==> src/rtl/demux14_stream.sv <==
// demux14_stream: 1-to-4 valid/ready stream demultiplexer.
// Each input beat goes to one of four one-entry output slots. The target
// slot comes from in_sel, or from an internal round-robin pointer when
// rr_en is high. A stalled slot only blocks input beats aimed at that slot.
// An accepted-beat counter wraps silently.
module demux14_stream #(
    parameter int W     = 8,
    parameter int CNT_W = 16
) (
    input  logic                clk,
    input  logic                reset,
    input  logic                in_valid,
    output logic                in_ready,
    input  logic [W-1:0]        in_data,
    input  logic [1:0]          in_sel,
    input  logic                rr_en,
    output logic [3:0]          out_valid,
    input  logic [3:0]          out_ready,
    output logic [3:0][W-1:0]   out_data,
    output logic [1:0]          rr_ptr,
    output logic [CNT_W-1:0]    beat_cnt
);

    logic [3:0]          r_out_valid;
    logic [3:0][W-1:0]   r_out_data;
    logic [1:0]          r_rr_ptr;
    logic [CNT_W-1:0]    r_beat_cnt;

    logic [1:0]          w_sel_eff;
    logic                w_in_ready;
    logic                w_accept;
    logic [3:0]          w_load;

    // Steering decision: pick the target slot, work out whether it can take
    // a beat this cycle, and turn an accepted beat into a one-hot slot load.
    always_comb begin
        w_sel_eff  = rr_en ? r_rr_ptr : in_sel;
        w_in_ready = (!r_out_valid[w_sel_eff]) || out_ready[w_sel_eff];
        w_accept   = in_valid && w_in_ready;
        w_load     = w_accept ? (4'b0001 << w_sel_eff) : 4'b0000;
    end

    // Slot registers: a load wins over a drain, so a slot drained and
    // reloaded in one cycle stays valid and sustains one beat per cycle.
    // A drained slot keeps its last payload.
    always_ff @(posedge clk or posedge reset) begin
        if (reset) begin
            r_out_valid <= 4'b0000;
            r_out_data  <= {(4*W){1'b0}};
        end else begin
            for (int k = 0; k < 4; k++) begin
                if (w_load[k]) begin
                    r_out_valid[k] <= 1'b1;
                    r_out_data[k]  <= in_data;
                end else if (r_out_valid[k] && out_ready[k]) begin
                    r_out_valid[k] <= 1'b0;
                end else begin
                    r_out_valid[k] <= r_out_valid[k];
                end
            end
        end
    end

    // Round-robin pointer advances only on beats it actually steered.
    always_ff @(posedge clk or posedge reset) begin
        if (reset) begin
            r_rr_ptr <= 2'd0;
        end else if (w_accept && rr_en) begin
            r_rr_ptr <= r_rr_ptr + 2'd1;
        end else begin
            r_rr_ptr <= r_rr_ptr;
        end
    end

    // Accepted-beat counter, counts in both steering modes, wraps to zero.
    always_ff @(posedge clk or posedge reset) begin
        if (reset) begin
            r_beat_cnt <= {CNT_W{1'b0}};
        end else if (w_accept) begin
            r_beat_cnt <= r_beat_cnt + {{(CNT_W-1){1'b0}}, 1'b1};
        end else begin
            r_beat_cnt <= r_beat_cnt;
        end
    end

    assign in_ready  = w_in_ready;
    assign out_valid = r_out_valid;
    assign out_data  = r_out_data;
    assign rr_ptr    = r_rr_ptr;
    assign beat_cnt  = r_beat_cnt;

endmodule

==> config.mk <==
export PLATFORM = sky130hd
export DESIGN_NAME = demux14_stream
export DESIGN_NICKNAME = d
export VERILOG_FILES = /design/src/rtl/demux14_stream.sv
export SDC_FILE = /design/constraint.sdc
export NUM_CORES = 1
export LEC_CHECK = 0
export ABC_CLOCK_PERIOD_IN_PS = 1900
export BUFFER_PORTS_ARGS = -buffer_cell sky130_fd_sc_hd__buf_4
export CAP_MARGIN = 0
export CORE_ASPECT_RATIO = 1.2
export CORE_MARGIN = 1
export CORE_UTILIZATION = 50
export CTS_CLUSTER_DIAMETER = 50
export CTS_CLUSTER_SIZE = 20
export DETAILED_ROUTE_END_ITERATION = 8
export PLACE_DENSITY = 0.77
export SLEW_MARGIN = 20
export SYNTH_ARGS = -nofsm -noshare
export SYNTH_HDL_FRONTEND = slang
export SYNTH_SLANG_ARGS = --single-unit
==> constraint.sdc <==
create_clock -name clk -period 1.9 [get_ports clk]
set_clock_uncertainty 0.1 [all_clocks]
set_input_delay 0.095 -clock clk [delete_from_list [all_inputs] [get_ports clk]]
set_output_delay 0.095 -clock clk [all_outputs]
set_load 0.02 [all_outputs]
==> results_dict.tcl, run 1 <==
set metrics [dict create \
    dr.pass1.iters 4 \
    clockRootBuffer "clkbuf_8" \
    io-pin-count 73 \
    numClockSinks 54 \
    p_seq_frac 0.397 \
    antenna_found_initial 0 \
    syn-mean-instance-area_um2 13.9 \
    holdPathEnd "out_valid[0]$_DFFE_PP0P_" \
    numCtsBuffers 5 \
    grt_pass1_vias 1616 \
    syn-cell-area_um2 2220 \
    fin_tns_setup_ps 0 \
    via_count 1636 \
    chipWidth_um 62.9 \
    reg2reg_to "beat_cnt[1]$_DFFE_PP0P_" \
    htreeDepth 2 \
    die_y_um 75.1 \
    setup_violations 0 \
    avgRoutedWirePerCell_um 14.8 \
    internal-power_mw 3.01 \
    grt_setup_unrepaired "true" \
    slew_viol_final 0 \
    antenna_left 0 \
    yosys-top-cells-area "dfrtp_1 61%, mux2_2 17%, xnor2_1 5.9%, nand2_1 2.2%, nand4_1 2.0%" \
    period_share 0.971 \
    core_area_um2 4260 \
    port_buffers 72 \
    antenna_cells 0 \
    power.switching_mw 1.80 \
    drive_gt1_frac 0.490 \
    p_leak_nw 1.49 \
    cts_tree "done" \
    syn_to_final_growth_pct 40.6 \
    max_freq_mhz 542 \
    synth_edf_count 0 \
    grt-ovfl-total 0 \
    grt_max_degree 55 \
    critPathCaptureType "output pin" \
    final_hold_viol_count 0 \
    pwr-share-comb 0.474 \
    grt_usage 0.217 \
    yosysSeqAreaShare 0.607 \
    floorplan.initialDensity 0.522 \
    worstPathRequired_ps 1700 \
    yosysMostFrequentCell "dfrtp_1" \
    dpl.hpwl_um 3170 \
    die_area_um2 4720 \
    hold_path_startpoint "out_ready[0]" \
    finalInstanceArea_um2 3130 \
    powerDensity_nw_per_um2 1540 \
    final_core_util 0.734 \
    syn-num-nets 179 \
    status "completed" \
    synth_top_area_frac 0.607 \
    synth_top_area_cell "dfrtp_1" \
    synthArstFlopShare 1.00 \
    swShare 0.375 \
    worst_slew_pin_slew_ps 480 \
    synth_cell_types 23 \
    vias_per_cell 5.19 \
    criticalPathCategory "reg -> out" \
    cts_buffer_depth 2 \
    gp_congestion 0.730 \
    fillers 329 \
    synth_flop_cell "dfrtp_1" \
    synth_seq_cells 54 \
    synthCells 160 \
    drt_wl_total_um 4650 \
    drc 0 \
    synth_common_cells "54 x dfrtp_1, 33 x mux2_2, 15 x xnor2_1, 13 x nand2_1, 7 x nand4_1" \
    core.rowCount 26 \
    grt_pass1_wl_um 7750 \
    placed_cell_area_um2 2910 \
    clock_latency_ps 300 \
    min_delay_path_depth 3 \
    slew_headroom 0.680 \
    place_inst 296 \
    worst-path-max-fanout 3 \
    cp.arrival_ps 1650 \
    final_cells 315 \
    cp-start-kind "register" \
    holdCritPathClass "in -> reg" \
    min_period_ps 1840 \
    peakVddDrop_v 0.000842 \
    yosysWarnings 0 \
    clkPwrFrac 0.128 \
    reg2regPathDepth 4 \
    clkSlewWorstSetupHoldPaths_ps 90 \
    drt_iter0_drc 84 \
    cap_violations 0 \
    fin_nets 277 \
    r2r_slack_ps 100 \
    r2r_start "rr_ptr[1]$_DFFE_PP0P_" \
]
## worst max-delay path, stage by stage (launching register included)
cell	delay (ps)
dfrtp_1	420
mux2i_4	240
mux2i_4	320
buf_6	120
mux2i_1	70
buf_4	180
## metal layers
| metal | track usage | part of all wire |
|---|---|---|
| met5 | 0 | 0 |
| met4 | 0.0904 | 0.011 |
| met3 | 0.0530 | 0.048 |
| met2 | 0.367 | 0.50 |
| met1 | 0.268 | 0.44 |
## layout by cell type (no fill, tap or decap), types with 2 or more instances in the layout
cell type / netlist / layout
dlygate4sd3_1: 0 / 10
and3_1: 4 / 4
mux2i_1: 4 / 3
xor2_1: 2 / 2
mux2i_4: 0 / 2
nand4_1: 7 / 7
mux2_2: 33 / 33
xnor2_1: 15 / 15
nand2_1: 13 / 13
nor2_1: 3 / 3
and4_1: 2 / 2
nand2b_1: 6 / 6
dfrtp_1: 54 / 54
clkbuf_8: 0 / 5
buf_4: 0 / 81
nand3_1: 6 / 6
## area by class of cell
cell class | count | area, µm² | area share
inverter | 1 | 3.75 | 0.00120
sequential | 54 | 1350 | 0.432
tap | 56 | 70.1 | 0.0224
multi-input combinational | 103 | 876 | 0.280
timing repair buffer | 93 | 739 | 0.236
clock inverter | 2 | 13.8 | 0.00440
clock buffer | 6 | 72.6 | 0.0232
## power groups by stage
stage | Clock, mW | Sequential [mW] | Combinational, mW
floorplan | 0 | 2.47 | 0.691
global placement | 0 | 1.92 | 2.20
detailed placement | 0 | 1.93 | 2.25
CTS | 0.639 | 1.91 | 2.28
global route | 0.701 | 1.98 | 2.42
finish | 0.618 | 1.91 | 2.28
## cells by family (layout without fill, tap and decap cells)
logic type      count (synthesis)  count (layout)  share of synthesized area
flops                          54              54                      0.607
simple gates                   46              46                      0.111
mux                            38              38                      0.191
xor+xnor                       17              17                     0.0669
buf+inv                         3             102                    0.00843
fa+ha+maj                       1               1                    0.00562
compound gates                  1               1                    0.00900
## worst max path at each step
stage / startpoint / to
2_1_floorplan: rr_ptr[1]$_DFFE_PP0P_ / beat_cnt[10]$_DFFE_PP0P_
3_3_place_gp: rr_ptr[1]$_DFFE_PP0P_ / beat_cnt[1]$_DFFE_PP0P_
3_5_place_dp: rr_ptr[1]$_DFFE_PP0P_ / beat_cnt[1]$_DFFE_PP0P_
4_1_cts: rr_ptr[1]$_DFFE_PP0P_ / in_ready
5_1_grt: rr_ptr[1]$_DFFE_PP0P_ / in_ready
6_report: rr_ptr[1]$_DFFE_PP0P_ / in_ready
## flip-flops by register name (all words and copies together) (netlist names)
signal,flops
out_data,32
beat_cnt,16
rr_ptr,2
out_valid,4
## through the flow
step           worst slack, ps  hold WS (ps)  total power [mW]
3_3_place_gp              51.3          69.3              4.12
5_1_grt                  -15.3          29.1              5.11
2_1_floorplan             59.7           145              3.16
4_1_cts                   31.6          4.54              4.83
3_5_place_dp             -7.72          75.9              4.18
6_report                  55.7          16.3              4.81
## repair_timing
item | CTS | global route
buffers inserted | 1 | 0
pin swaps | 0 | 1
setup endpoints to repair | 2 | 1
hold buffers | 10 | 0
gates resized for setup | 2 | 2
hold endpoints to repair | 87 | 0
(Power assumes the default switching activity.)
==> run 2, diff against run 1 <==
- PLACE_DENSITY: 0.77 -> 0.79
==> run 2 against run 1 <==
Count of clock-buffer cells in the layout rose by 1. Critical path depth fell by 1. Setup slack improved by 40 ps. Global-route usage fell by 0.48 points. Via count fell by 0.61%. Combinational power barely moved. Sequential cell count did not move. Sequential power barely moved. Register-to-register slack barely moved. Critical endpoint unchanged. Largest power group unchanged.
==> results_dict.tcl, run 2 (synthesized netlist as in run 1, its figures left out) <==
set metrics [dict create \
    max_freq_mhz 554 \
    worst_path_max_delay_cell "dfrtp_1" \
    fin_tns_setup_ps 0 \
    p_seq_frac 0.394 \
    grt_usage 0.212 \
    antenna_left 0 \
    floorplan.initialDensity 0.522 \
    layout_common_cells "81 x buf_4, 54 x dfrtp_1, 33 x mux2_2" \
    placed_cell_area_um2 2900 \
    slew_headroom 0.676 \
    largest_register_ffs 32 \
    path_common_cell "mux2i_1" \
    cts_buffer_depth 2 \
    grt.met3_usage 0.0409 \
    grtUsageMet1 0.273 \
    cap_violations 0 \
    dr.pass1.iters 4 \
    drt_wl_total_um 4620 \
    die_area_um2 4720 \
    syn_to_final_growth_pct 42.2 \
    crit_chain "mux2i_4, mux2i_1, mux2i_1, buf_4" \
    drive_gt1_frac 0.492 \
    clkPwrFrac 0.141 \
    final_core_util 0.743 \
    critPathCaptureType "output pin" \
    holdCritPathClass "in -> reg" \
    min_period_ps 1800 \
    finalInstanceArea_um2 3160 \
    dpl.hpwl_um 3160 \
    gp_congestion 0.762 \
    peakVddDrop_v 0.000825 \
    multiInputGateArea_um2 876 \
    clock_latency_ps 300 \
    avgRoutedWirePerCell_um 14.6 \
    antenna_found_initial 0 \
    regArea_um2 1350 \
    io-pin-count 73 \
    period_share 0.950 \
    fin_nets 278 \
    port_buffers 72 \
    worstPathRequired_ps 1700 \
    core_area_um2 4260 \
    clkSlewWorstSetupHoldPaths_ps 90 \
    powerDensity_nw_per_um2 1550 \
    swShare 0.370 \
    final_common_cell "buf_4" \
    cp.arrival_ps 1610 \
    cts_tree "done" \
    pwr-share-comb 0.465 \
    drt_iter0_drc 38 \
    via_count 1626 \
    status "completed" \
    clockRootBuffer "clkbuf_8" \
    grt_pass1_wl_um 7640 \
    grt_pass1_vias 1537 \
    setup_violations 0 \
    vias_per_cell 5.15 \
    gr-usage-met2 0.364 \
    grt_setup_unrepaired "false" \
    die_y_um 75.1 \
    worst-path-max-fanout 3 \
    cp-start-kind "register" \
    grt-ovfl-total 0 \
    htreeDepth 2 \
    numClockSinks 54 \
    p_leak_nw 1.51 \
    antenna_cells 0 \
    final_hold_viol_count 0 \
    criticalPathCategory "reg -> out" \
    core.rowCount 26 \
    worst_slew_pin_slew_ps 486 \
    power.switching_mw 1.81 \
    slew_viol_final 0 \
    busiest_layer "met2" \
    chipWidth_um 62.9 \
    drc 0 \
    internal-power_mw 3.09 \
    grt_max_degree 24 \
    fillers 321 \
    numCtsBuffers 5 \
    max_stage_delay_ps 430 \
]
## run 2: changes by cell type in the layout (fill, tap and decap cells not counted), sizes merged
cell         before  now
dlygate4sd3      10   11
clkinv            2    1
clkbuf            6    7
## run 2: area by class of cell
type / instances / share of cell area
tap: 56 / 0.0221
sequential: 54 / 0.427
clock buffer: 7 / 0.0304
multi-input combinational: 103 / 0.277
inverter: 1 / 0.00119
timing repair buffer: 94 / 0.240
clock inverter: 1 / 0.00277
## run 2: power by group through the flow
stage | clock network [mW] | registers, mW | logic (mW)
finish | 0.689 | 1.93 | 2.28
global route | 0.759 | 2.00 | 2.42
CTS | 0.715 | 1.93 | 2.24
detailed placement | 0 | 1.94 | 2.21
global placement | 0 | 1.93 | 2.17
floorplan | 0 | 2.47 | 0.691
## run 2: worst paths after layout
path | start | endpoint | slack [ps] | depth (start not counted)
hold reg to reg | beat_cnt[15]$_DFFE_PP0P_ | beat_cnt[15]$_DFFE_PP0P_ | 390 | 1
setup reg to reg | rr_ptr[0]$_DFFE_PP0P_ | out_data[24]$_DFFE_PP0P_ | 110 | 6
min in group asynchronous | reset | beat_cnt[5]$_DFFE_PP0P_ | 270 | 3
hold / removal | out_ready[2] | out_valid[2]$_DFFE_PP0P_ | 20 | 3
max in group asynchronous | reset | out_data[31]$_DFFE_PP0P_ | 810 | 4
setup / recovery | rr_ptr[1]$_DFFE_PP0P_ | in_ready | 100 | 4
## run 2: what timing repair did
| action | CTS | global route |
|---|---|---|
| hold endpoints to repair | 55 | 0 |
| gates cloned | 0 | 0 |
| endpoints found under the setup margin | 1 | 12 |
| hold buffers | 11 | 0 |
| pin swaps | 0 | 1 |
| gates resized for setup | 2 | 1 |
| setup buffers | 0 | 2 |
## run 2: critical path, delay by kind of cell, from the launching register on
kind / cells / cell delay, ps
muxes: 3 / 700
DFF: 1 / 430
buffers and inverters: 1 / 170
## run 2: layer usage
layer | vias to the layer above | wire [µm]
met1 | 809 | 1990
met4 | 0 | 58
met3 | 7 | 202
met2 | 50 | 2370
met5 | - | 0
li1 | 760 | -
## run 2: stage by stage
stage	power (mW)	instances	setup slack [ps]	hold slack [ps]
floorplan	3.16	160	59.7	145
global placement	4.10	295	66.2	49.1
detailed placement	4.15	295	22.8	57.2
CTS	4.88	314	29.6	4.58
global route	5.17	316	3.38	23.9
finish	4.89	316	95.7	19.7
